===== src/rtl/pipe_pkg.sv =====
// pipe_pkg: shared pipeline payload types and constants for the inter-stage registers
package pipe_pkg;
  localparam logic [31:0] NOP_INSTR = 32'h0000_0013;
  typedef struct packed {
    logic [31:0] instr;
    logic [31:0] pc;
    logic [31:0] pc_plus4;
  } fd_bundle_t;
  localparam int FD_WIDTH = $bits(fd_bundle_t);
  localparam logic [FD_WIDTH-1:0] FD_CLEAR = {NOP_INSTR, 64'h0};
endpackage


===== src/rtl/pipe_data_reg.sv =====
// pipe_data_reg: payload register that loads only on transfer and returns to CLEAR_VAL on clear
module pipe_data_reg #(
  parameter int                 WIDTH     = 96,
  parameter logic [WIDTH-1:0]   CLEAR_VAL = '0
) (
  input  logic             clk,
  input  logic             reset,
  input  logic             clear,
  input  logic             load,
  input  logic [WIDTH-1:0] d,
  output logic [WIDTH-1:0] q
);
  // clear beats load so a killed or emptied entry always reads as a bubble
  always_ff @(posedge clk) begin
    if (reset || clear) q <= CLEAR_VAL;
    else if (load)      q <= d;
  end
endmodule


===== src/rtl/pipe_stage_skid.sv =====
// pipe_stage_skid: elastic valid/ready pipeline register with optional skid entry and flush
module pipe_stage_skid
  import pipe_pkg::*;
#(
  parameter int               WIDTH     = FD_WIDTH,
  parameter logic [WIDTH-1:0] CLEAR_VAL = '0,
  parameter bit               SKID_EN   = 1'b1
) (
  input  logic             clk,
  input  logic             reset,
  input  logic             flush,
  input  logic             in_valid,
  output logic             in_ready,
  input  logic [WIDTH-1:0] in_data,
  output logic             out_valid,
  input  logic             out_ready,
  output logic [WIDTH-1:0] out_data,
  output logic [1:0]       occupancy
);
  logic             main_valid_q, main_valid_d, skid_valid_q;
  logic             accept, drain, main_load, main_clear;
  logic [WIDTH-1:0] main_d, skid_q;
  assign accept     = in_valid & in_ready & ~flush;
  assign drain      = main_valid_q & out_ready;
  assign out_valid  = main_valid_q;
  assign occupancy  = {1'b0, main_valid_q} + {1'b0, skid_valid_q};
  // a held skid entry has priority into main; otherwise main takes the new payload when free
  assign main_load  = ~flush & (skid_valid_q ? drain : accept & (~main_valid_q | drain));
  assign main_d     = skid_valid_q ? skid_q : in_data;
  assign main_clear = flush | (drain & ~main_load);
  assign main_valid_d = ~flush & (main_load | (main_valid_q & ~drain));
  // main entry valid flag
  always_ff @(posedge clk) begin
    if (reset) main_valid_q <= 1'b0;
    else       main_valid_q <= main_valid_d;
  end
  pipe_data_reg #(.WIDTH(WIDTH), .CLEAR_VAL(CLEAR_VAL)) u_main (
    .clk(clk), .reset(reset), .clear(main_clear), .load(main_load), .d(main_d), .q(out_data)
  );
  generate
    if (SKID_EN) begin : g_skid
      logic skid_valid_d, skid_load;
      assign in_ready     = ~skid_valid_q;
      assign skid_load    = accept & main_valid_q & ~drain;
      assign skid_valid_d = ~flush & (skid_load | (skid_valid_q & ~drain));
      // skid entry valid flag; its inverse is the registered in_ready
      always_ff @(posedge clk) begin
        if (reset) skid_valid_q <= 1'b0;
        else       skid_valid_q <= skid_valid_d;
      end
      pipe_data_reg #(.WIDTH(WIDTH), .CLEAR_VAL(CLEAR_VAL)) u_skid (
        .clk(clk), .reset(reset), .clear(flush | (skid_valid_q & drain)), .load(skid_load),
        .d(in_data), .q(skid_q)
      );
    end else begin : g_bypass
      assign in_ready     = ~main_valid_q | out_ready;
      assign skid_valid_q = 1'b0;
      assign skid_q       = CLEAR_VAL;
    end
  endgenerate
endmodule

===== config.mk =====
export PLATFORM = sky130hd
export DESIGN_NAME = pipe_stage_skid
export DESIGN_NICKNAME = d
export VERILOG_FILES = /design/src/rtl/pipe_pkg.sv /design/src/rtl/pipe_data_reg.sv /design/src/rtl/pipe_stage_skid.sv
export SDC_FILE = /design/constraint.sdc
export NUM_CORES = 1
export LEC_CHECK = 0
export ABC_AREA = 0
export BUFFER_PORTS_ARGS = -buffer_cell sky130_fd_sc_hd__buf_2
export CORE_ASPECT_RATIO = 1.25
export CORE_UTILIZATION = 46
export DETAILED_ROUTE_END_ITERATION = 7
export HOLD_SLACK_MARGIN = 0.12
export PLACE_DENSITY = 0.7
export SYNTH_ARGS = -nofsm -noshare
export SYNTH_HDL_FRONTEND = slang
export SYNTH_SLANG_ARGS = --single-unit

===== constraint.sdc =====
create_clock -name clk -period 2.1 [get_ports clk]
set_input_delay 0.105 -clock clk [delete_from_list [all_inputs] [get_ports clk]]
set_output_delay 0.105 -clock clk [all_outputs]
set_load 0.02 [all_outputs]

* Word-level counts from Yosys, hierarchy flattened *
Cells that the tools add are included.
W data, S select, Z words.

storage, ports and cells
  flip-flop bits (word level) = 194
  bits of input ports = 101
  output and inout port bits = 100

operators by class
  add/subtract/negate cells = 1
  muxes and demuxes = 2
  bitwise operators = 23
  reduce and logical (&&, ||, !) cells = 2

operators by type and width
  cell                count
  $mux W96            1
  $and A1 B1 Y1       13
  $not A1 Y1          5
  $or A1 B1 Y1        5
  $add A1 B1 Y2       1
  $logic_or A1 B1 Y1  2
  $mux W1             1

* Depth between registers and ports, before layout *
Gate-level depths: netlist (run 1).

  depth in word-level cells = 10
  depth in mapped cells = 7
  depth with buffers taken out = 3

* Modules after synthesis *
From an unflattened synthesis (run 1), not the netlist that was laid out.

second synthesis, totals
  cell total of the unflattened synthesis = 745
  area, all modules = 8,129.0 um^2

by module, submodules not included
  module           times used  cells each  area an instance (um^2)
  pipe_data_reg    2           311         3,415.8
  pipe_stage_skid  1           123         1,297.5

* Worst setup path before layout (run 1) *
Ideal clock, no wire load.

  path kind = register -> register
  from = register main_valid_q (netlist: out_valid)
  to = register g_skid.u_skid.q[55]
  setup time = 132 ps
  data arrival time = 1,686 ps
  path slack = 282 ps
  cell stages (with the launch flop) = 8
  buffers on the path = 4
  path through = dfxtp_1 buf_2 or4b_1 buf_2 buf_6 buf_2 o21ai_1 a21oi_1

on the way
  cells in the longest elaborated chain, start to end = 4
  elaborated cells on any way between the ends = 7
  those cells by class = bitwise (6); reduce/logical (1)

RTL lines
  element                 RTL line               RTL
  from (decl)             pipe_stage_skid.sv:20  logic main_valid_q, main_valid_d, skid_valid_q;
  from (signal assigned)  pipe_stage_skid.sv:35  else main_valid_q <= main_valid_d;
  $and A1 B1 Y1           pipe_stage_skid.sv:24  assign drain = main_valid_q & out_ready;
  $and A1 B1 Y1           pipe_stage_skid.sv:52  .clk(clk), .reset(reset), .clear(flush | (skid_valid_q & drain)), .load(skid_load),
  $or A1 B1 Y1            pipe_stage_skid.sv:52
  $logic_or A1 B1 Y1      pipe_data_reg.sv:15    if (reset || clear) q <= CLEAR_VAL;
  to (signal assigned)    pipe_data_reg.sv:15
  to (signal assigned)    pipe_data_reg.sv:16    else if (load) q <= d;
  to (decl)               pipe_data_reg.sv:11    output logic [WIDTH-1:0] q

Several ways; a longest one is shown, not always the timed one.
A chain may end at the register's enable or synchronous reset.

* Final worst setup path (run 1) *
  from = register skid_valid_q
  to = register u_main.q[3]

on the way
  cells in the longest elaborated chain, start to end = 10
  elaborated cells on any way between the ends = 11
  those cells by class = mux (2); bitwise (8); reduce/logical (1)

RTL lines
  element                     RTL line               RTL
  from (decl)                 pipe_stage_skid.sv:20
  from (signal assigned)      pipe_stage_skid.sv:49  else skid_valid_q <= skid_valid_d;
  $not A1 Y1                  pipe_stage_skid.sv:43  assign in_ready = ~skid_valid_q;
  $and A1 B1 Y1 (2 in a row)  pipe_stage_skid.sv:23  assign accept = in_valid & in_ready & ~flush;
  $and A1 B1 Y1               pipe_stage_skid.sv:28  assign main_load = ~flush & (skid_valid_q ? drain : accept & (~main_valid_q | drain));
  $mux W1                     pipe_stage_skid.sv:28
  $and A1 B1 Y1               pipe_stage_skid.sv:28
  $not A1 Y1                  pipe_stage_skid.sv:30  assign main_clear = flush | (drain & ~main_load);
  $and A1 B1 Y1               pipe_stage_skid.sv:30
  $or A1 B1 Y1                pipe_stage_skid.sv:30
  $logic_or A1 B1 Y1          pipe_data_reg.sv:15
  to (signal assigned)        pipe_data_reg.sv:15
  to (signal assigned)        pipe_data_reg.sv:16
  to (decl)                   pipe_data_reg.sv:11

Several ways; a longest one is shown, not always the timed one.

==> impl_metrics.yaml, run 1 <==
power:
  p_int_w: 0.006185
  p_switching_w: 0.002160
  power_density_nw_per_um2: 723.8
  total_power_w: 0.008345
  p_clk_share_pct: 40.8
  p_leak_nw: 4.184
  pwr-share-seq_pct: 45.4
  swShare_pct: 25.88
  irDropWorstVdd_mv: 0.5339
  combPwrFrac_pct: 13.8
critical_path:
  crit_start: "skid_valid_q"
  cpLargestDelayFamily: "buffers and inverters"
  worstSetupStartpointType: "flip-flop"
  cp_slowest_stage_delay_ps: 520
  r2r_slack_ps: 180
  r2r_end: "u_main.q[3]"
  setup.worst_path.end_class: "flip-flop"
  crit_type: "flip-flop to flip-flop"
  slowest_stage: "dfxtp_4"
  cp.arrival_ps: 2250
  cp_max_fo: 76
  reg2reg_depth: 5
  cp_common_cell: "buf_12"
  path_cells: "buf_12 > mux2i_4 > buf_12 > nor4_1 > nor3_1"
  timing.rr.start: "skid_valid_q"
  crit_buf_inv: 2
  critPathRequiredTime_ps: 2440
clocking:
  holdBufCountCts: 98
  cts_buffers: 17
  clk_pin_slew_ps: 70
  cts_resized: 0
  cts.sinks: 194
  postCtsSetupBuffers: 0
  cts_max_path_buffers: 2
  cts-root-buf: "clkbuf_16"
  cts_tree: "done"
  htree_num_levels: 4
  clkLatencyLatePin_ps: 430
grt:
  antenna_found_initial: 0
  track_usage_pct: 27.89
  grt_max_degree: 77
  grt_pass1_vias: 8614
  grt_pass1_wl_mm: 44.64
  grt_remaining_overflow: 0
sta:
  post-route-min-period_ps: 1915
  post-route-period-util_pct: 91.21
  fmaxAchievable_mhz: 522.1
  worst_pin_slew_ps: 696.7
  finClkSkew_ps: 8.872
  relSlewSlack_pct: 53.55
  rsz0062_at_grt: "no"
  fin_tns_setup_ps: 0
  maxSlewViolCount: 0
  hold_viol: 0
  setup_viol: 0
cells_and_area:
  finish.utilization_pct: 61.39
  drive_above_1_share_pct: 29.72
  stdcell_count: 1477
  final_cell_mix: "198 x buf_2, 193 x dfxtp_1, 98 x dlygate4sd3_1"
  layout.nets: 1334
  num_antenna_cells: 0
  area_growth_pct: 30.62
  layout_commonest_cell: "buf_2"
detailed_routing:
  num_vias: 9139
  drc_errors: 0
  drt_iter0_markers: 805
  antenna_left: 0
  routed_via_density: 6.188
  drtPass1Iterations: 5
  drt_wl_total_mm: 28.17
  wl_per_cell_um: 19.07
logic_synthesis:
  synth_top_cell_area_share_pct: 44.00
  synth_area_leaders: "dfxtp_1 44%, mux2_2 12%, a31oi_1 6.8%"
  yosysWarningCount: 0
  ys_seq_area_share_pct: 44.00
  synth_cell_types: 26
  yosys.area.top_type: "dfxtp_1"
  syn_area_um2: 8826
  synth_nets: 1124
  synthCells: 1022
  synth-seq-cells: 194
  avgSynthCellArea_um2: 8.636
job:
  max_cap_viol_count: 0
min_path:
  whs_endpoint: "g_skid.u_skid.q[35]"
  hold_depth: 3
  holdCritStartpoint: "in_valid"
  hold_class: "input pin to flip-flop"
placement:
  post-place-cells: 1347
  hpwl_mm: 15.62
  io_buffers: 200
  place_congestion: 0.7682
run_status:
  run_status: "completed"
floorplanning:
  dieArea_um2: 19750
  pin_count: 201
  row_count: 56
  core-area_um2: 18780
  chipHeight_um: 156.9
  start_util_pct: 47.00
  die_width_um: 125.9
==> power by group through the flow <==
stage	registers, W	clock network (W)	logic, W
2_1_floorplan	0.00394	0	0.000547
3_3_place_gp	0.00387	0	0.000985
3_5_place_dp	0.00387	0	0.000990
4_1_cts	0.00378	0.00344	0.00113
5_1_grt	0.00379	0.00358	0.00123
6_report	0.00379	0.00341	0.00115
==> final cells by class <==
class	count	area, µm²
Fill cell	1630	7249
Multi-Input combinational cell	685	4367
Sequential cell	194	3887
Timing Repair Buffer	331	2360
Clock buffer	21	460.4
Tap cell	232	290.3
Clock inverter	11	151.4
Inverter	3	12.51
==> worst register-to-register path, delay by kind of cell, from the launching register on <==
family                 cells  cell delay (ps)
and+or+nand+nor            2              400
buffers and inverters      2              610
DFF                        1              520
muxes                      1              300
==> layer usage <==
metal / vias up / wire length [µm] / track usage, % / part of all wire [%]
met5: - / 0 / 0 / 0
li1: 4296 / - / - / -
met1: 4366 / 12090 / 36.17 / 43
met2: 427 / 13680 / 47.07 / 49
met3: 50 / 1800 / 4.034 / 6.4
met4: 0 / 595 / 10.10 / 2.1
==> Yosys cell counts <==
library cell  instances
buf_6                 2
nand2b_1              1
nor2b_1               1
nor2_1                1
mux2i_1               1
a31oi_1              96
nor4_1               96
o21ai_0              59
buf_1                 1
nor3_1               96
buf_4                 7
clkinv_1              1
mux2_2               97
clkbuf_1            102
a2111oi_0             1
or4b_1                1
a21oi_1              97
o21ai_1              37
ha_1                  1
dfxtp_1             194
nor4b_4               1
inv_1                 2
a311o_1               2
buf_2                28
a211oi_1              1
nand3_1              96
==> registers in the layout, summed over array words and instances (netlist names) <==
| register | cells |
|---|---|
| g_skid.u_skid.q | 96 |
| u_main.q | 96 |
| out_valid | 1 |
| skid_valid_q | 1 |
==> kinds of logic after synthesis <==
logic type | count (synthesis) | share of synthesized area, %
compound gates | 293 | 18.16
fa+ha+maj | 1 | 0.1417
buf+inv | 143 | 6.946
flops | 194 | 44.00
mux | 98 | 12.49
simple gates | 293 | 18.26
==> stage by stage <==
stage	cell area [µm²]	hold WS (ps)	setup slack [ps]
6_report	11530	137.8	184.6
5_1_grt	11530	144.5	67.27
4_1_cts	11530	125.8	180.8
3_5_place_dp	9936	325.1	278.3
3_3_place_gp	9936	322.8	314.3
2_1_floorplan	8826	177.8	282.1
==> how the worst max path moves through the flow <==
| stage | end | cells past startpoint |
|---|---|---|
| floorplan | g_skid.u_skid.q[55] | 7 |
| finish | u_main.q[3] | 5 |
| global placement | u_main.q[23] | 5 |
| global route | u_main.q[17] | 5 |
| CTS | occupancy[0] | 3 |
| detailed placement | u_main.q[60] | 5 |
Note: power is estimated with default switching activity, not from simulation.
==> run 2, diff against run 1 <==
==> constraint.sdc (replaced) <==
create_clock -name clk -period 2 [get_ports clk]
set_input_delay 0.1 -clock clk [delete_from_list [all_inputs] [get_ports clk]]
set_output_delay 0.1 -clock clk [all_outputs]
set_load 0.02 [all_outputs]
==> run 2 against run 1 <==
- sequential power increased by 5%
- clock skew down 2.8 ps
- largest power group unchanged
- setup slack worse by 73 ps
- via count shrank 0.84%
- die area unchanged
==> impl_metrics.yaml, run 2 (synthesis gave the netlist of run 1 again) <==
run_status:
  run_status: "completed"
power:
  power_density_nw_per_um2: 765.9
  p_leak_nw: 4.180
  p_int_w: 0.006581
  p_clk_share_pct: 41.4
  combPwrFrac_pct: 13.6
  irDropWorstVdd_mv: 0.5625
  swShare_pct: 25.51
  pwr-share-seq_pct: 45.0
  p_switching_w: 0.002254
critical_path:
  critPathRequiredTime_ps: 1900
  cp.arrival_ps: 1790
  cpLargestDelayFamily: "buffers and inverters"
  setup.worst_path.end_class: "output port"
  path_cells: "buf_12 > buf_12 > ha_1 > buf_2"
  cp_common_cell: "buf_12"
  cp_slowest_stage_delay_ps: 420
  slowest_stage: "dfxtp_4"
  worstSetupStartpointType: "flip-flop"
  cp_max_fo: 40
  crit_type: "flip-flop to output port"
  crit_buf_inv: 3
detailed_routing:
  drt_iter0_markers: 833
  drtPass1Iterations: 5
  wl_per_cell_um: 18.91
  num_vias: 9062
  routed_via_density: 6.160
  drc_errors: 0
  antenna_left: 0
  drt_wl_total_mm: 27.82
cells_and_area:
  drive_above_1_share_pct: 29.38
  n_fill_cell: 1595
  num_antenna_cells: 0
  multi_input_area_um2: 4378
  final_cell_mix: "198 x buf_2, 193 x dfxtp_1, 98 x dlygate4sd3_1"
  seq_area_um2: 3887
  layout.nets: 1328
  area_growth_pct: 30.69
  layout_commonest_cell: "buf_2"
  top_regs: "g_skid.u_skid.q: 96 flops, u_main.q: 96 flops"
sta:
  relSlewSlack_pct: 43.58
  post-route-min-period_ps: 1888
  fmaxAchievable_mhz: 529.5
  rsz0062_at_grt: "no"
  worst_pin_slew_ps: 846.3
  whs_ps: 192.5
  maxSlewViolCount: 0
  finClkSkew_ps: 6.056
  post-route-period-util_pct: 94.42
  fin_tns_setup_ps: 0
  hold_viol: 0
  setup_viol: 0
floorplanning:
  pin_count: 201
  start_util_pct: 47.00
  dieArea_um2: 19750
  chipHeight_um: 156.9
  core-area_um2: 18780
  die_width_um: 125.9
  row_count: 56
clocking:
  cts_tree: "done"
  cts_max_path_buffers: 2
  cts-root-buf: "clkbuf_16"
  cts.sinks: 194
  clk_pin_slew_ps: 70
  clkLatencyLatePin_ps: 430
  htree_num_levels: 4
  cts_buffers: 17
grt:
  grt_util_met2_pct: 46.80
  grt_remaining_overflow: 0
  grt_util_met1_pct: 36.00
  grt_use_met3_pct: 3.658
  grt_pass1_vias: 8706
  track_usage_pct: 28.03
  grt_max_degree: 97
  top_usage_layer: "met2"
  grt_pass1_wl_mm: 44.61
  antenna_found_initial: 0
placement:
  place_congestion: 0.7464
  hpwl_mm: 15.57
  io_buffers: 200
job:
  max_cap_viol_count: 0
min_path:
  hold_class: "input pin to flip-flop"
-- run 2: path summary, 6_finish.rpt --
path | start | to | slack (ps) | cells after the start
worst max-delay path | skid_valid_q | occupancy[0] | 110 | 4
worst min-delay path | flush | u_main.q[53] | 190 | 3
worst max register to register | skid_valid_q | u_main.q[40] | 220 | 5
worst min register to register | g_skid.u_skid.q[4] | g_skid.u_skid.q[4] | 470 | 2
-- run 2: area by class of cell --
cell class / instances / share of cell area, %
multi-input cells: 685 / 37.95
flip-flops and latches: 194 / 33.70
repair buffers: 325 / 20.28
clock buffers: 20 / 3.872
well taps: 232 / 2.517
clock inverters: 12 / 1.562
inverters: 3 / 0.1085
-- run 2: worst min-delay path, delay by kind of cell --
kind | cells | cell delay (ps)
and+or+nand+nor | 2 | 210
buffers and inverters | 1 | 260
-- run 2: per-layer routing --
layer | vias to the layer above | wire length (µm) | part of all wire, %
li1 | 4285 | - | -
met5 | - | 0 | 0
met4 | 0 | 879 | 3.2
met1 | 4382 | 12050 | 43
met2 | 338 | 13400 | 48
met3 | 57 | 1491 | 5.4
-- run 2: power by group through the flow --
stage | Clock [W] | Sequential, W | Combinational (W)
finish | 0.00366 | 0.00398 | 0.00120
global route | 0.00385 | 0.00398 | 0.00129
CTS | 0.00370 | 0.00397 | 0.00119
detailed placement | 0 | 0.00406 | 0.00103
global placement | 0 | 0.00406 | 0.00103
floorplan | 0 | 0.00414 | 0.000575
-- run 2: what timing repair did --
action	CTS	global route
gates resized for setup	0	1
buffers inserted	0	0
endpoints found under the setup margin	0	11
hold endpoints to repair	183	0
hold buffers	98	0
-- run 2: through the flow --
stage          setup slack (ps)  utilization [%]  instances  power [W]  area (µm²)
3_5_place_dp              149.1            52.81       1341   0.005094        9916
3_3_place_gp              210.8            52.81       1341   0.005088        9916
6_report                  111.6            61.43       1471   0.008835       11530
5_1_grt                   52.02            61.43       1471   0.009124       11530
4_1_cts                   109.3            61.37       1471   0.008860       11520
2_1_floorplan             182.1                -       1022   0.004714        8826
==> run 3, diff against run 2 <==
--- a/config.mk
+++ b/config.mk
@@ -8,10 +8,11 @@
 export ABC_AREA = 0
 export BUFFER_PORTS_ARGS = -buffer_cell sky130_fd_sc_hd__buf_2
 export CORE_ASPECT_RATIO = 1.25
-export CORE_UTILIZATION = 46
+export CORE_UTILIZATION = 50
 export DETAILED_ROUTE_END_ITERATION = 7
 export HOLD_SLACK_MARGIN = 0.12
-export PLACE_DENSITY = 0.7
+export PLACE_DENSITY = 0.75
+export SLEW_MARGIN = 25
 export SYNTH_ARGS = -nofsm -noshare
 export SYNTH_HDL_FRONTEND = slang
 export SYNTH_SLANG_ARGS = --single-unit
==> constraint.sdc (replaced) <==
create_clock -name clk -period 2 [get_ports clk]
set_input_delay 0.4 -clock clk [delete_from_list [all_inputs] [get_ports clk]]
set_output_delay 0.4 -clock clk [all_outputs]
set_load 0.02 [all_outputs]
==> run 3 against run 2 <==
- wire length is 3.3% lower
- clock power is 8.5% lower
- sequential cell count stayed put
- largest power group unchanged
==> impl_metrics.yaml, run 3 (synthesis gave the netlist of run 1 again) <==
sta:
  maxSlewViolCount: 0
  post-route-min-period_ps: 1923
  fmaxAchievable_mhz: 520.0
  worst_pin_slew_ps: 681.8
  setup_viol: 0
  hold_viol: 0
  post-route-period-util_pct: 96.15
  whs_ps: 188.7
  relSlewSlack_pct: 54.55
  fin_tns_setup_ps: 0
  finClkSkew_ps: 12.65
  rsz0062_at_grt: "no"
clocking:
  cts-root-buf: "clkbuf_16"
  clkLatencyLatePin_ps: 440
  cts.sinks: 194
  cts_max_path_buffers: 2
  cts_buffers: 17
  clk_pin_slew_ps: 70
  cts_tree: "done"
  holdBufCountCts: 0
  postCtsSetupBuffers: 0
  htree_num_levels: 4
detailed_routing:
  antenna_left: 0
  drt_wl_total_mm: 26.89
  drc_errors: 0
  num_vias: 8702
  drt_iter0_markers: 955
  routed_via_density: 6.380
  drtPass1Iterations: 5
  wl_per_cell_um: 19.72
power:
  irDropWorstVdd_mv: 0.5913
  combPwrFrac_pct: 12.8
  power_density_nw_per_um2: 792.1
  p_switching_w: 0.002231
  pwr-share-seq_pct: 47.3
  p_leak_nw: 3.795
  total_power_w: 0.008395
  p_clk_share_pct: 39.9
  p_int_w: 0.006164
  swShare_pct: 26.57
floorplanning:
  dieArea_um2: 18190
  start_util_pct: 51.79
  row_count: 53
  die_width_um: 120.8
  pin_count: 201
  chipHeight_um: 150.5
  core-area_um2: 17040
critical_path:
  path_cells: "buf_8 > ha_1 > buf_2"
  crit_buf_inv: 2
  slowest_stage: "dfxtp_4"
  worstSetupStartpointType: "flip-flop"
  critPathRequiredTime_ps: 1600
  cp.arrival_ps: 1520
  cp_max_fo: 19
  crit_type: "flip-flop to output port"
  cp_slowest_stage_delay_ps: 460
  cpLargestDelayFamily: "flip-flops"
  setup.worst_path.end_class: "output port"
grt:
  antenna_found_initial: 1
  grt_remaining_overflow: 0
  grt_max_degree: 97
  grt_pass1_vias: 8319
  grt_pass1_wl_mm: 42.81
  track_usage_pct: 29.55
cells_and_area:
  layout_commonest_cell: "buf_2"
  final_cell_mix: "198 x buf_2, 193 x dfxtp_1, 97 x a21oi_1"
  area_growth_pct: 20.07
  layout.nets: 1232
  drive_above_1_share_pct: 32.11
  top_regs: "g_skid.u_skid.q: 96 flops, u_main.q: 96 flops"
run_status:
  run_status: "completed"
placement:
  io_buffers: 200
  place_congestion: 0.7709
  hpwl_mm: 15.60
min_path:
  hold_class: "input pin to flip-flop"
job:
  max_cap_viol_count: 0
==> run 3: cell types whose count changed in the layout (fill, tap and decap cells not counted), moves of 2 or more <==
cell,before,now
buf_12,12,19
buf_4,17,11
bufinv_16,4,1
clkbuf_8,1,3
dlygate4sd3_1,98,0
==> run 3: routing by layer <==
layer / wire length, µm / vias up / GRT usage (%)
met3: 1850 / 54 / 5.227
li1: - / 4088 / -
met5: 0 / - / 0
met1: 11270 / 4165 / 38.09
met2: 13070 / 395 / 48.63
met4: 698 / 0 / 12.16
==> run 3: stage by stage <==
stage	cells	worst slack [ps]	cell area, µm²	util [%]
after floorplan	1022	182.1	8826	-
after CTS	1363	46.79	10580	62.08
after detailed placement	1331	45.72	10000	58.70
final	1364	76.90	10600	62.18
after global placement	1331	124.4	10000	58.70
after global routing	1364	25.60	10600	62.18
==> run 3: what timing repair did <==
item,4_1_cts,5_1_grt
pin swaps,0,0
endpoints found under the setup margin,1,1
resized for setup,1,1
==> run 3: cell type report <==
cell class / count / area (µm²)
tap: 220 / 275.3
clock buffer: 21 / 470.5
multi-input combinational: 685 / 4378
clock inverter: 11 / 102.6
inverter: 3 / 12.51
sequential: 194 / 3887
timing repair buffer: 229 / 1469
antenna: 1 / 2.502
fill: 1513 / 6445
==> run 3: power groups by stage <==
stage                     sequential [W]  clock (W)  combinational (W)
after floorplan                  0.00414          0           0.000575
after global placement           0.00406          0            0.00105
after detailed placement         0.00406          0            0.00106
after CTS                        0.00397    0.00338            0.00107
after global routing             0.00398    0.00356            0.00115
final                            0.00397    0.00335            0.00108
==> run 3: worst paths after layout <==
path	from	to	slack (ps)	cells after the start
max	skid_valid_q	occupancy[0]	80	3
max reg2reg	out_valid	u_main.q[3]	170	5
min	reset	out_valid	190	2
min reg2reg	g_skid.u_skid.q[18]	g_skid.u_skid.q[18]	480	2
